--- src/rtl/fetch_stage_if.sv ---
// fetch_stage_if: instruction-cache request/response bus between the fetch stage and the I-cache.
interface fetch_stage_if;
  logic        I_MEM_REQ;
  logic [31:0] I_MEM_ADDR;
  logic        I_MEM_READY;
  logic [31:0] I_MEM_DI;
  modport master(output I_MEM_REQ, I_MEM_ADDR, input I_MEM_READY, I_MEM_DI);
  modport slave(input I_MEM_REQ, I_MEM_ADDR, output I_MEM_READY, I_MEM_DI);
endinterface

--- src/rtl/fetch_stage.sv ---
// fetch_stage: RV32 instruction fetch, owns the PC, talks to the I-cache, fills the FD pipeline register.
module fetch_stage #(
  parameter logic [31:0] RESET_PC = 32'h0000_0000,
  parameter logic [31:0] NOP_INSN = 32'h0000_0013
) (
  input  logic          CLK,
  input  logic          RSTn,
  fetch_stage_if.master imem,
  input  logic          STALL,
  input  logic          REDIRECT,
  input  logic [31:0]   REDIRECT_PC,
  output logic [31:0]   FD_IR,
  output logic [31:0]   FD_PC,
  output logic          FD_VALID
);
  typedef enum logic [1:0] {FETCH, HOLD, DROP} state_t;
  state_t state, state_n;
  logic run, req, rdy, done, fv_n;
  logic [31:0] pc, pc_n, addr, addr_n, buf_q, buf_n, ir_n, fpc_n, tgt;
  assign req = run && state != HOLD;
  assign rdy = run && imem.I_MEM_READY;
  assign imem.I_MEM_REQ = req;
  assign imem.I_MEM_ADDR = addr;
  assign tgt = REDIRECT_PC & 32'hFFFF_FFFC;
  // a redirect can retarget ADDR only when no request is left in flight
  assign done = !req || rdy;
  always_ff @(posedge CLK) begin
    if (!RSTn) begin
      state <= FETCH;
      run <= 1'b0;
      pc <= RESET_PC;
      addr <= RESET_PC;
      buf_q <= '0;
      FD_IR <= NOP_INSN;
      FD_PC <= '0;
      FD_VALID <= 1'b0;
    end else begin
      state <= state_n;
      run <= 1'b1;
      pc <= pc_n;
      addr <= addr_n;
      buf_q <= buf_n;
      FD_IR <= ir_n;
      FD_PC <= fpc_n;
      FD_VALID <= fv_n;
    end
  end
  always_comb begin
    state_n = state;
    pc_n = pc;
    addr_n = addr;
    buf_n = buf_q;
    ir_n = FD_IR;
    fpc_n = FD_PC;
    fv_n = FD_VALID;
    if (REDIRECT) begin
      ir_n = NOP_INSN;
      fv_n = 1'b0;
      pc_n = tgt;
      addr_n = done ? tgt : addr;
      state_n = done ? FETCH : DROP;
    end else begin
      case (state)
        FETCH: begin
          if (rdy && !STALL) begin
            ir_n = imem.I_MEM_DI;
            fpc_n = addr;
            fv_n = 1'b1;
            pc_n = addr + 32'd4;
            addr_n = addr + 32'd4;
          end else if (rdy) begin
            buf_n = imem.I_MEM_DI;
            state_n = HOLD;
          end else if (!STALL) begin
            ir_n = NOP_INSN;
            fv_n = 1'b0;
          end
        end
        HOLD: begin
          if (!STALL) begin
            ir_n = buf_q;
            fpc_n = addr;
            fv_n = 1'b1;
            pc_n = addr + 32'd4;
            addr_n = addr + 32'd4;
            state_n = FETCH;
          end
        end
        DROP: begin
          addr_n = rdy ? pc : addr;
          state_n = rdy ? FETCH : DROP;
          ir_n = STALL ? FD_IR : NOP_INSN;
          fv_n = STALL && FD_VALID;
        end
        default: state_n = FETCH;
      endcase
    end
  end
endmodule

--- src/flat_wrapper.sv ---
// flat-port wrapper written by rule: the top's interface ports become plain ports
module fetch_stage_flat 
#(
  parameter logic [31:0] RESET_PC = 32'h0000_0000,
  parameter logic [31:0] NOP_INSN = 32'h0000_0013
)
  (CLK, RSTn, STALL, REDIRECT, REDIRECT_PC, FD_IR, FD_PC, FD_VALID, imem_I_MEM_REQ, imem_I_MEM_ADDR, imem_I_MEM_READY, imem_I_MEM_DI);
  fetch_stage_if imem_i ();
  input  logic CLK;
  input  logic RSTn;
  input  logic STALL;
  input  logic REDIRECT;
  input  logic [31:0] REDIRECT_PC;
  output logic [31:0] FD_IR;
  output logic [31:0] FD_PC;
  output logic FD_VALID;
  output wire logic [$bits(imem_i.I_MEM_REQ)-1:0] imem_I_MEM_REQ;
  output wire logic [$bits(imem_i.I_MEM_ADDR)-1:0] imem_I_MEM_ADDR;
  input wire logic [$bits(imem_i.I_MEM_READY)-1:0] imem_I_MEM_READY;
  input wire logic [$bits(imem_i.I_MEM_DI)-1:0] imem_I_MEM_DI;
  assign imem_I_MEM_REQ = imem_i.I_MEM_REQ;
  assign imem_I_MEM_ADDR = imem_i.I_MEM_ADDR;
  assign imem_i.I_MEM_READY = imem_I_MEM_READY;
  assign imem_i.I_MEM_DI = imem_I_MEM_DI;
  fetch_stage #(.RESET_PC(RESET_PC), .NOP_INSN(NOP_INSN)) u_core (.CLK(CLK), .RSTn(RSTn), .imem(imem_i), .STALL(STALL), .REDIRECT(REDIRECT), .REDIRECT_PC(REDIRECT_PC), .FD_IR(FD_IR), .FD_PC(FD_PC), .FD_VALID(FD_VALID));
endmodule
--- config.mk ---
export PLATFORM = sky130hd
export DESIGN_NAME = fetch_stage_flat
export DESIGN_NICKNAME = d
export VERILOG_FILES = /design/src/rtl/fetch_stage_if.sv /design/src/rtl/fetch_stage.sv /design/src/flat_wrapper.sv
export SDC_FILE = /design/constraint.sdc
export NUM_CORES = 1
export LEC_CHECK = 0
export CAP_MARGIN = 20
export CORE_UTILIZATION = 55
export DETAILED_ROUTE_END_ITERATION = 12
export PLACE_DENSITY = 0.89
export SLEW_MARGIN = 20
export SYNTH_ARGS = -nofsm -noshare
export SYNTH_HDL_FRONTEND = slang
export SYNTH_SLANG_ARGS = --single-unit
--- constraint.sdc ---
create_clock -name CLK -period 4.83 [get_ports CLK]
set_input_delay 0.483 -clock CLK [delete_from_list [all_inputs] [get_ports CLK]]
set_output_delay 0.483 -clock CLK [all_outputs]
set_load 0.03 [all_outputs]
After elaboration in Yosys (flattened, before gate mapping)
Cells that the tools add are included.

Reductions and logical operators: 21. Multiplexer cells: 29. Bitwise gates (word level): 3. Order comparisons: 0. Shift operators: 0. Div/mod/pow operators: 0. $add $sub $neg: 1. Multiply operators: 0. Equality and inequality tests: 13.

Operators by type and width (number): $mux W32 (12); $pmux W32 S3 (2); $pmux W32 S2 (2); $add A32 B3 Y32 const B (1); $mux W2 (6); $ne A3 B2 Y1 const B (4); $reduce_and A3 Y1 (4); $reduce_and A4 Y1 (3); $ne A3 B3 Y1 const B (3); $ne A2 B1 Y1 const B (3); $pmux W2 S3 (1); $reduce_bool A3 Y1 (2); $mux W1 (5); $reduce_and A5 Y1 (1); $logic_and A1 B1 Y1 (4); $reduce_bool A4 Y1 (1); $not A1 Y1 (3); $pmux W1 S3 (1); $eq A2 B1 Y1 const B (1); $eq A2 B2 Y1 const B (1); $logic_not A1 Y1 (2); $logic_not A2 Y1 (1); $ne A2 B2 Y1 const B (1); $reduce_bool A2 Y1 (1); other kinds (2) (2).

RAM bits: 0. Input bits: 69. Latch bits: 0. Memories: 0. ROM bits: 0. Register bits: 164.

Logic depth before layout (Yosys ltp)
Depth in word-level cells: 6. Gate-level depth with buffers: 10.

Worst setup path after synthesis
Ideal clock, no wire load.

Kind: reg-to-reg. Start point: register u_core.addr[2], in the netlist u_core.imem.I_MEM_ADDR[2]. End point: register u_core.pc[20]. Buffers on the path: 1. Data required time: 4.760 ns. Setup slack: 2.319 ns. Arrival time: 2.441 ns. Cell stages (with the launch flop): 8. Setup time: 0.070 ns. Period minus slack after synthesis: 2.511 ns. Cell sequence: dfxtp_1 ha_1 nand4_1 or4_4 buf_6 or3_1 a311o_1 a21oi_1.

Word-level cells in the longest chain between the ends: 4. Elaborated cells between the ends (all ways): 5. Classes of those cells: add/sub: 1; mux: 4.

RTL lines: start: declaration (line fetch_stage.sv:19) `logic [31:0] pc, pc_n, addr, addr_n, buf_q, buf_n, ir_n, fpc_n, tgt;`; start signal: assignment (line fetch_stage.sv:41) `addr <= addr_n;`; $add A32 B3 Y32 * (line fetch_stage.sv:69, fetch_stage.sv:84); $mux W32, on equally long branches (line fetch_stage.sv:80, fetch_stage.sv:65); $pmux W32 S2 * (line fetch_stage.sv:63) `case (state)`; $mux W32 * (line fetch_stage.sv:56) `if (REDIRECT) begin`; end signal: assignment (line fetch_stage.sv:40) `pc <= pc_n;`; end: declaration (line fetch_stage.sv:19).

Mark *: on every way between the ends. The rest lies on a longest branch, timed or not. The select of a mux whose other input is x is not followed. A chain may end at the register's enable or synchronous reset.

Worst setup path after layout
Start point: register u_core.state[0]. End point: register u_core.addr[17], in the netlist u_core.imem.I_MEM_ADDR[17].

Word-level cells in the longest chain between the ends: 6. Elaborated cells between the ends (all ways): 15. Classes of those cells: eq/ne: 7; mux: 2; reduce/logical: 6.

RTL lines: start: declaration (line fetch_stage.sv:17) `state_t state, state_n;`; start signal: assignment (line fetch_stage.sv:38) `state <= state_n;`; $ne A2 B1 Y1 (line fetch_stage.sv:20) `assign req = run && state != HOLD;`; $logic_and A1 B1 Y1 (line fetch_stage.sv:20); $logic_not A1 Y1 (line fetch_stage.sv:26) `assign done = !req || rdy;`; $logic_or A1 B1 Y1 (line fetch_stage.sv:26); $ne A2 B1 Y1 (no line); $reduce_and A5 Y1 (no line).

Several ways; a longest one is shown, not always the timed one.

==> metrics <==
run status complete, no violations; Final #Nets roughly 1,200; Initial DRC Count 877; post-CTS setup buffers 0; # port buffers roughly 160; max cap viols 0; Initial DRT Pass Iterations 6; CTS tree yes; post-cts resize count 0; Post-Synthesis Cells 1,024; Setup-failing EPs final 0; layout cells sized above 1 5.43%; largest net degree at the start of global routing 101; commonest non-fill, non-tap cell in the layout nand2_1; first-pass GRT wire length between 30,000 and 40,000 um; WS Path Type flip-flop to flip-flop; global route total overflow 0; root buf cell clkbuf_16; Worst-Skew Late Latency 0.44 ns; core area ~14,000 um2; post-DP HPWL 14,200 um; r2r setup slk ~1.7 ns; Die ar. 14,600 um2; number of synthesized flops with an enable pin 0; ANT cells 0; Post-Syn Area 7770 um2; critical path launch point type flip-flop; number of remaining DRC errors 0; CTS clk-pin slew, worst paths 0.06 ns; Starting Density 56.2%; Synth area leader dfxtp_1; total track usage a little under a third; final period utilization between 60 and 70%; Final ANT Viol Nets 0; initial antenna violation count 0; Final Critical Period a little over 3 ns; share of the synthesized area in the top cell type 42.2%; max_slew headroom 25.1%; Worst EP arrival 3.45 ns; post-synth cell types just under 60; # IOs 167; Synth Register Bits 164; total number of vias about 8,100; pwr/cell area roughly 340 nW/um2; clock skew 0.00783 ns; hold path depth 2; die width 121 um; Min-Delay Startpoint u_core.FD_PC[18]; required time worst endpoint just over 5 ns; RSZ-0062 raised after global routing no; crit end category flip-flop; final hold viol count 0; CTS H-tree lvls 4; leakage 3.42 nW; hold bufs inserted after CTS 0; largest cells by area after synthesis dfxtp_1 (42%), nand2_1 (9.3%), a21oi_1 (9.2%), nor2_1 (4.8%), a22oi_1 (3.9%); Die Ht roughly 120 um; cells on worst reg2reg path 8; sequential share of the synthesized area between 40% and 50%; CTS buffer count 17; Synth warnings 0; max-slew violation count 0; Max IR drop VDD about 0.24 mV; final wirelength 22,800 um; TNS Setup 0 ns; hold slack between 0.4 and 0.5 ns; reg2reg end u_core.imem.I_MEM_ADDR[17]; CTS max path bufs 2; Routed WL per cell between 15 and 20 um; Async SR Flop Fraction 0%; Worst Hold End u_core.FD_PC[18]; reg2reg start u_core.state[0]; Primary FF master, synth dfxtp_1; Avg Cell Area, Syn 7.59 um2; Area Growth Syn to Fin 28.8%; Fmax 321 MHz; Worst-Margin Slew 1.12 ns; number of global-route vias before repair about 7,400; number of vias per cell roughly 6.1; most frequent cells in the layout nand2_1 (192), dfxtp_1 (164), clkdlybuf4s50_1 (163); Hold Path Class flip-flop to flip-flop; # fillers 1,063; syn_nets about 1,100; Clock Sinks ~160; Final GP Congestion approximately 0.83; Max FO, Critical Path 19; row count 43
stage by stage:
step / cells / setup slack, ns / instance area [um2] / power, W / utilization [%]
after floorplan: 1024 / 2.32 / 7770 / 0.00183 / -
after global placement: 1289 / 1.59 / 9400 / 0.00203 / 67.9
after detailed placement: 1289 / 1.52 / 9400 / 0.00204 / 67.9
after CTS: 1321 / 1.82 / 10000 / 0.00344 / 72.4
after global routing: 1321 / 1.56 / 10000 / 0.00356 / 72.4
final: 1321 / 1.72 / 10000 / 0.00344 / 72.4
cells in the mapped netlist, types with 7 or more instances:
library cell,count
o21ai_0,54
nand2b_1,8
a22oi_1,40
o31ai_1,9
nand4_1,12
a221oi_1,9
nor4_1,10
o211ai_1,8
xor2_1,7
a21oi_1,143
clkbuf_1,80
a31oi_1,12
nand2_1,192
inv_1,10
nor3_1,10
mux2i_1,9
dfxtp_1,164
nand3_1,20
and3_1,8
nor2_1,99
xnor2_1,9
o31a_1,11
layout make-up:
cell class | count | area [um2] | share of cell area (%)
Clock buffer | 18 | 439 | 4.39
Clock inverter | 14 | 175 | 1.75
Inverter | 11 | 42.5 | 0.425
Multi-Input combinational cell | 756 | 4100 | 41.0
Sequential cell | 164 | 3280 | 32.8
Tap cell | 180 | 225 | 2.25
Timing Repair Buffer | 178 | 1740 | 17.4
worst max-delay path, stage by stage (launching register included):
cell,delay (ns)
dfxtp_1,0.39
inv_1,0.11
ha_1,0.41
nor2b_1,0.24
a2bb2oi_1,0.23
nor2_2,0.85
buf_4,0.37
o21ai_0,0.12
a221oi_1,0.30
registers in the layout, indices dropped and copies added (netlist names):
register	flops
u_core.FD_PC	32
u_core.buf_q	32
u_core.state	2
u_core.run	1
u_core.FD_VALID	1
u_core.FD_IR	32
u_core.pc	32
u_core.imem.I_MEM_ADDR	32
metal layers:
| metal | wire [um] | GRT usage, % |
|---|---|---|
| met1 | 9080 | 38.3 |
| met2 | 10700 | 49.5 |
| met3 | 2450 | 8.60 |
| met4 | 592 | 13.8 |
| met5 | 0 | 0 |
how the worst max path moves through the flow:
stage	from	to	slack, ns	depth (start not counted)
floorplan	u_core.imem.I_MEM_ADDR[2]	u_core.pc[20]	2.32	7
global placement	STALL	u_core.imem.I_MEM_ADDR[17]	1.59	7
detailed placement	STALL	u_core.imem.I_MEM_ADDR[17]	1.52	7
CTS	u_core.state[0]	u_core.imem.I_MEM_ADDR[17]	1.82	8
global route	u_core.state[0]	u_core.imem.I_MEM_ADDR[17]	1.56	8
finish	u_core.state[0]	u_core.imem.I_MEM_ADDR[17]	1.72	8
report_power, final:
part	total [W]	switching [W]	internal [W]
logic	0.000541	0.000326	0.000215
clock network	0.00141	0.000577	0.000833
registers	0.00149	0.0000801	0.00141
logic make-up (layout without fill, tap and decap cells):
family | after synthesis | in the layout | share of synthesized area (%)
AOI/OAI and AO/OA | 327 | 327 | 25.6
xor gates and xnor gates | 16 | 16 | 1.80
adders and majority gates | 6 | 6 | 0.966
buffers and inverters | 104 | 221 | 5.33
DFF | 164 | 164 | 42.2
muxes | 9 | 9 | 1.16
and+or+nand+nor | 398 | 398 | 22.9
No activity file was read; power rests on OpenSTA's default activity.
